**src/rtl/serial_rx.sv**
```systemverilog
// serial_rx: receive side of the calculator's 32-bit serial link.
// Samples data_enable/sdi on posedge sclk and shifts each frame in MSB-first.
// A frame is one preamble copy of the MSB followed by WIDTH payload bits.
// Received words are held in a one-word buffer behind a valid/ready handshake.
// Overrun and framing errors are reported as one-cycle pulses.
// Optional build macro: SERIAL_RX_PREAMBLE_CHECK_EN. When it is defined, the
// preamble must match the payload MSB, or the frame is a framing error.
module serial_rx #(
    parameter int unsigned WIDTH      = 32,
    parameter int unsigned FRAME_BITS = 33,
    parameter int unsigned CNT_W      = 7
) (
    input  logic             sclk,
    input  logic             rst_n,
    input  logic             data_enable,
    input  logic             sdi,
    output logic [WIDTH-1:0] data_out,
    output logic             data_valid,
    input  logic             data_ready,
    output logic             rx_busy,
    output logic             overrun,
    output logic             frame_error
);

    localparam logic [CNT_W-1:0] FRAME_BITS_C = CNT_W'(FRAME_BITS);
    localparam logic [CNT_W-1:0] CNT_MAX_C    = '1;

    typedef enum logic [1:0] {
        ARM,
        IDLE,
        RECV
    } state_t;

    state_t           state_q;
    logic [WIDTH-1:0] shift_q;
    logic [CNT_W-1:0] cnt_q;
    logic [WIDTH-1:0] data_q;
    logic             valid_q;
    logic             overrun_q;
    logic             ferr_q;
    logic             frame_good;

`ifdef SERIAL_RX_PREAMBLE_CHECK_EN
    logic             pre_q;

    // Good frame: exact sample count and preamble equal to the payload MSB.
    always_comb begin
        frame_good = (cnt_q == FRAME_BITS_C) && (pre_q == shift_q[WIDTH-1]);
    end
`else
    // Good frame: exact sample count only.
    always_comb begin
        frame_good = (cnt_q == FRAME_BITS_C);
    end
`endif

    // Receive FSM, shift register, counter, output buffer and error pulses.
    always_ff @(posedge sclk or negedge rst_n) begin
        if (!rst_n) begin
            state_q   <= ARM;
            shift_q   <= '0;
            cnt_q     <= '0;
            data_q    <= '0;
            valid_q   <= 1'b0;
            overrun_q <= 1'b0;
            ferr_q    <= 1'b0;
`ifdef SERIAL_RX_PREAMBLE_CHECK_EN
            pre_q     <= 1'b0;
`endif
        end else begin
            overrun_q <= 1'b0;
            ferr_q    <= 1'b0;

            // Consumption; a frame-end load below overrides this on the same edge.
            if (valid_q && data_ready) begin
                valid_q <= 1'b0;
            end

            case (state_q)
                // Wait out any frame that was already running at reset release.
                ARM: begin
                    if (!data_enable) begin
                        state_q <= IDLE;
                    end
                end
                IDLE: begin
                    if (data_enable) begin
                        shift_q <= {{(WIDTH-1){1'b0}}, sdi};
                        cnt_q   <= CNT_W'(1);
`ifdef SERIAL_RX_PREAMBLE_CHECK_EN
                        pre_q   <= sdi;
`endif
                        state_q <= RECV;
                    end
                end
                RECV: begin
                    if (data_enable) begin
                        shift_q <= {shift_q[WIDTH-2:0], sdi};
                        // Saturate so very long frames never wrap into a false match.
                        if (cnt_q != CNT_MAX_C) begin
                            cnt_q <= cnt_q + CNT_W'(1);
                        end
                    end else begin
                        state_q <= IDLE;
                        if (frame_good) begin
                            if (!valid_q || data_ready) begin
                                data_q  <= shift_q;
                                valid_q <= 1'b1;
                            end else begin
                                overrun_q <= 1'b1;
                            end
                        end else begin
                            ferr_q <= 1'b1;
                        end
                    end
                end
                default: begin
                    state_q <= ARM;
                end
            endcase
        end
    end

    assign data_out    = data_q;
    assign data_valid  = valid_q;
    assign overrun     = overrun_q;
    assign frame_error = ferr_q;
    assign rx_busy     = (state_q == RECV);

endmodule

```
**config.mk**
```make
export PLATFORM = sky130hd
export DESIGN_NAME = serial_rx
export DESIGN_NICKNAME = d
export VERILOG_FILES = /design/src/rtl/serial_rx.sv
export SDC_FILE = /design/constraint.sdc
export NUM_CORES = 1
export LEC_CHECK = 0
export ABC_CLOCK_PERIOD_IN_PS = 1750
export CAP_MARGIN = 20
export CORE_ASPECT_RATIO = 2
export CORE_MARGIN = 10
export CORE_UTILIZATION = 56
export CTS_BUF_LIST = sky130_fd_sc_hd__clkbuf_8
export DETAILED_ROUTE_END_ITERATION = 8
export GPL_ROUTABILITY_DRIVEN = 0
export HOLD_SLACK_MARGIN = 0.12
export PLACE_DENSITY = 0.83
export SYNTH_ARGS = -nofsm -noshare
export SYNTH_HDL_FRONTEND = slang
export SYNTH_SLANG_ARGS = --single-unit
```
**constraint.sdc**
```tcl
create_clock -name sclk -period 1.75 [get_ports sclk]
set_input_delay 0.35 -clock sclk [delete_from_list [all_inputs] [get_ports sclk]]
set_output_delay 0.35 -clock sclk [all_outputs]
set_load 0.02 [all_outputs]
```
# Word level (Yosys, flattened, before mapping)
# Index checks and enable logic that the tools add are counted.
dict set report classes {
  add_sub_neg 1
  n_mul 0
  n_div 0
  n_lt_le_gt_ge 0
  n_eq_ne 8
  shift 0
  mux 22
  n_bitwise 1
  reduce_logical 10
}
# operator n
set op_table {}
lappend op_table {{$mux W32} 2}
lappend op_table {{$pmux W32 S2} 1}
lappend op_table {{$mux W7} 3}
lappend op_table {{$pmux W7 S2} 1}
lappend op_table {{$mux W1} 12}
lappend op_table {{$reduce_and A4 Y1} 2}
lappend op_table {{$add A7 B1 Y7 const B} 1}
lappend op_table {{$eq A7 B6 Y1 const B} 1}
lappend op_table {{$ne A7 B7 Y1 const B} 1}
lappend op_table {{$ne A2 B2 Y1 const B} 3}
lappend op_table {{$mux W2} 2}
lappend op_table {{$pmux W2 S2} 1}
lappend op_table {{$reduce_and A3 Y1} 1}
lappend op_table {{$eq A2 B1 Y1 const B} 1}
lappend op_table {{$eq A2 B2 Y1 const B} 1}
lappend op_table {{$logic_not A2 Y1} 1}
lappend op_table {{$ne A2 B1 Y1 const B} 1}
lappend op_table {{$reduce_and A2 Y1} 1}
lappend op_table {{$reduce_bool A2 Y1} 1}
lappend op_table {{$reduce_or A2 Y1} 1}
lappend op_table {{$logic_and A1 B1 Y1} 1}
lappend op_table {{$logic_not A1 Y1} 1}
lappend op_table {{$logic_or A1 B1 Y1} 1}
lappend op_table {{$not A1 Y1} 1}
dict set report word_totals {
  reg_bits 76
  latchBits 0
  ram_bits 0
  rom_bits 0
  input_bits 5
  output_inout_bits 36
  wordCells 49
  n_memories 0
}

# Depth between registers and ports, before layout
dict set report depth {
  ltp_word 6
  mapped_depth 6
  ltp_nobuf 5
}

# Least setup slack after synthesis
# No wires, ideal clock.
dict set report synth_timing {
  path_kind {reg2reg}
  startpoint {register cnt_q[3]}
  endpoint {register data_q[0] (netlist: data_out[0])}
  arrival_ns 1.488
  slack_ns 0.136
  stages_incl_launch_ff 7
  n_path_buf 2
  synth_period_minus_slack_ns 1.614
  path_cell_list {dfrtp_1 -> buf_6 -> nor4_1 -> and3_2 -> nand3_4 -> buf_6 -> mux2_4}
}
dict set report synth_via {
  elab_chain_len 2
}
# item line
set synth_rtl {}
lappend synth_rtl {{start: declaration} 36} ;# logic [CNT_W-1:0] cnt_q;
lappend synth_rtl {{start signal: assignment} 101} ;# cnt_q <= cnt_q + CNT_W'(1);
lappend synth_rtl {{$eq A7 B6 Y1} 53} ;# frame_good = (cnt_q == FRAME_BITS_C);
lappend synth_rtl {{$reduce_and A4 Y1 (no source line)} --}
lappend synth_rtl {{end signal: assignment} 107} ;# data_q <= shift_q;
lappend synth_rtl {{end: declaration} 37} ;# logic [WIDTH-1:0] data_q;
# Every way passes these cells.
# A chain may end at the register's enable or synchronous reset.

# Worst setup path after layout
dict set report layout_timing {
  startpoint {register data_q[20] (netlist: data_out[20])}
  endpoint {output port data_out[20]}
}
# item line
set layout_lines {}
lappend layout_lines {{end: declaration} 17} ;# output logic [WIDTH-1:0] data_out,
# No word-level cell between the ends.

==> impl_metrics.toml <==
[outcome]
status = "completed"

[placement]
place_inst = 306
place_ws_ps = -24.86
dp_hpwl_mm = 4.314
io_buffers = 40
place_area_sq_mm = 0.003616

[cts]
cts_tree = "done"
clock_path_buffers = 2
cts.sinks = 76
cts_made_buffers = 9
h-tree-depth = 3
path_clk_slew_ps = 80
post_cts_buffers = 0
clock-root-buffer = "clkbuf_8"
insertion_delay_ps = 350

[power]
intPower_mw = 2.538
vdd_ir_drop_max_uv = 832.5
p_sw_uw = 743.5
clock_power_share_pct = 39.1
netSwitchingFraction_pct = 22.66
power.static_leakage_nw = 1.950
comb_power_share_pct = 5.6
pwr-share-seq_pct = 55.2
p_per_area_mw_per_mm2 = 858.5

[timing]
fin_hold_ws_ps = 392.7
setup_viol = 0
slew_headroom_pct = 79.06
setup_ws_ps = 55.37
rsz0062_at_grt = "false"
max_freq_mhz = 590.1
hold_violations = 0
min_period_ps = 1695
period_share_pct = 96.84
slew_violations = 0
worst_clock_skew_ps = 6.849
tightest_slew_ps = 310.1

[min_path]
holdCritPathClass = "input pin to async pin"

[floorplan]
row_count = 37
num_io_pins = 41
core_region_area_sq_mm = 0.005231
chipHeight_um = 124.2
fp.dieArea_sq_mm = 0.008955
die_x_um = 72.10
initial_utilization_pct = 58.12

[setup_path]
required_ps = 1400
crit_path_top_delay_cell = "clkdlybuf4s50_1"
end_kind = "output port"
crit_type = "flop to output port"
rr_worst_depth = 5
crit_chain = "clkdlybuf4s50_1"
critical-path-top-delay-family = "buffers and inverters"
cp.arrival_ps = 1340
critical_path.startpoint = "data_out[20]$_DFFE_PN0P_"
startpoint_type = "flop"
cp.depth = 1
r2r-start = "cnt_q[3]$_DFFE_PN0P_"
cp_slowest_stage_delay_ps = 620
crit_buf_inv = 1
worstPathMaxFanout = 2

[detailed_routing]
drt_first_pass_iters = 4
viasPerCell = 5.807
ant_nets = 0
drt_wl_total_mm = 6.117
wire_per_inst_um = 19.00
drc = 0
vias = 1870
first_iter_violations = 119

[global_routing]
grt_pass1_vias = 1975
antenna_found_initial = 0
grt_most_used_layer = "met2"
met2_usage_pct = 22.31
use_met3_pct = 4.697
use_met1_pct = 16.23
grt_max_degree = 41
grt_pass1_wl_mm = 10.12
grt_usage_pct = 14.23
overflow = 0

[finish]
final_area_sq_mm = 0.003822
mostFrequentLayoutCells = "dfrtp_1, clkdlybuf4s50_1, a22o_1, mux2_4, buf_4"
final_cells = 322
antenna_cells = 0
syn2layout_area_growth_pct = 25.72
nNetsFinal = 267
drive_above_1_share_pct = 27.27
final_util_pct = 73.07
layout_commonest_cell = "dfrtp_1"

[synth]
synth.ff_latch_count = 76
synth_fp_nets = 210
syn_area_sq_mm = 0.003040
ys_warn_count = 0
ys_types = 27
synth_area_per_cell_sq_um = 14.98
synth_cells = 203
yosysSeqAreaShare_pct = 62.55

[job]
cap_violations = 0
==> final timing paths <==
check	endpoint	slack [ps]
max	data_out[20]	60
min	data_out[15]$_DFFE_PN0P_	390
max reg2reg	data_out[30]$_DFFE_PN0P_	110
min reg2reg	data_out[31]$_DFFE_PN0P_	510
max in group asynchronous	shift_q[14]$_DFFE_PN0P_	830
min in group sclk	data_out[31]$_DFFE_PN0P_	510
==> cell families after synthesis <==
kind of cell	count (synthesis)	share of synthesized area, %
buffers and inverters	16	3.086
flip-flops	76	62.55
multiplexers	33	15.93
adder cells (fa/ha/maj)	2	0.8229
AO/OA/AOI/OAI	48	12.59
AND/OR/NAND/NOR	28	5.021
==> final cells by class <==
cell class	count	area, sq um
Sequential cell	76	1902
Fill cell	340	1409
Multi-Input combinational cell	111	1056
Timing Repair Buffer	58	585.6
Clock buffer	10	137.6
Tap cell	58	72.57
Clock inverter	5	53.80
Inverter	4	15.01
==> metrics by stage <==
step           setup TNS [ps]  power, mW
6_report                    0      3.282
5_1_grt                     0      3.424
4_1_cts                     0      3.315
3_5_place_dp           -279.0      2.032
3_3_place_gp           -4.969      2.028
2_1_floorplan               0      1.930
==> registers in the layout, indices dropped and copies added (netlist names) <==
| signal | count |
|---|---|
| data_out | 32 |
| shift_q | 32 |
| cnt_q | 7 |
| state_q | 2 |
| data_valid | 1 |
| frame_error | 1 |
| overrun | 1 |
==> per-layer routing <==
layer	vias up	part of all wire, %
met5	-	0
met1	958	39
met3	14	3.6
met2	46	55
met4	0	3.0
li1	852	-
==> power by group through the flow <==
| stage | sequential [mW] | combinational, mW | clock (mW) |
|---|---|---|---|
| floorplan | 1.84 | 0.0872 | 0 |
| global placement | 1.85 | 0.183 | 0 |
| detailed placement | 1.85 | 0.185 | 0 |
| CTS | 1.81 | 0.187 | 1.32 |
| global route | 1.82 | 0.208 | 1.40 |
| finish | 1.81 | 0.185 | 1.28 |
==> cell usage after synthesis <==
cell | count | area share, %
or2_2 | 1 | 0.21
nand2b_1 | 4 | 0.82
buf_6 | 4 | 1.5
ha_1 | 2 | 0.82
a21oi_1 | 1 | 0.16
nor4_1 | 2 | 0.41
nand3_1 | 2 | 0.33
o31ai_1 | 8 | 2.0
nand3_4 | 1 | 0.58
nand2_1 | 7 | 0.86
buf_2 | 3 | 0.49
and3_2 | 1 | 0.25
nand4_1 | 1 | 0.21
mux2_4 | 30 | 15
o21ai_1 | 1 | 0.16
inv_1 | 4 | 0.49
o21ai_0 | 4 | 0.66
dfrtp_1 | 76 | 63
nor2_1 | 5 | 0.62
and3_1 | 1 | 0.21
a31oi_1 | 2 | 0.41
mux2_2 | 3 | 1.1
a22o_1 | 31 | 8.9
nor3_1 | 2 | 0.33
nor2b_1 | 1 | 0.21
o41ai_1 | 1 | 0.29
clkbuf_1 | 5 | 0.62
==> what timing repair did <==
| item | CTS | global route |
|---|---|---|
| hold buffers | 1 | 0 |
| endpoints found under the setup margin | 1 | 4 |
| resized for setup | 1 | 5 |
| endpoints found under the hold margin | 52 | 0 |
| pin swaps | 0 | 0 |
==> worst register-to-register path, cell delays in order (launching register included) <==
cell and delay [ps]:
dfrtp_1 390, nor4_1 260, and3_2 270, nand3_4 100, buf_12 190, mux2_4 310
Power figures use the tool's default switching activity.
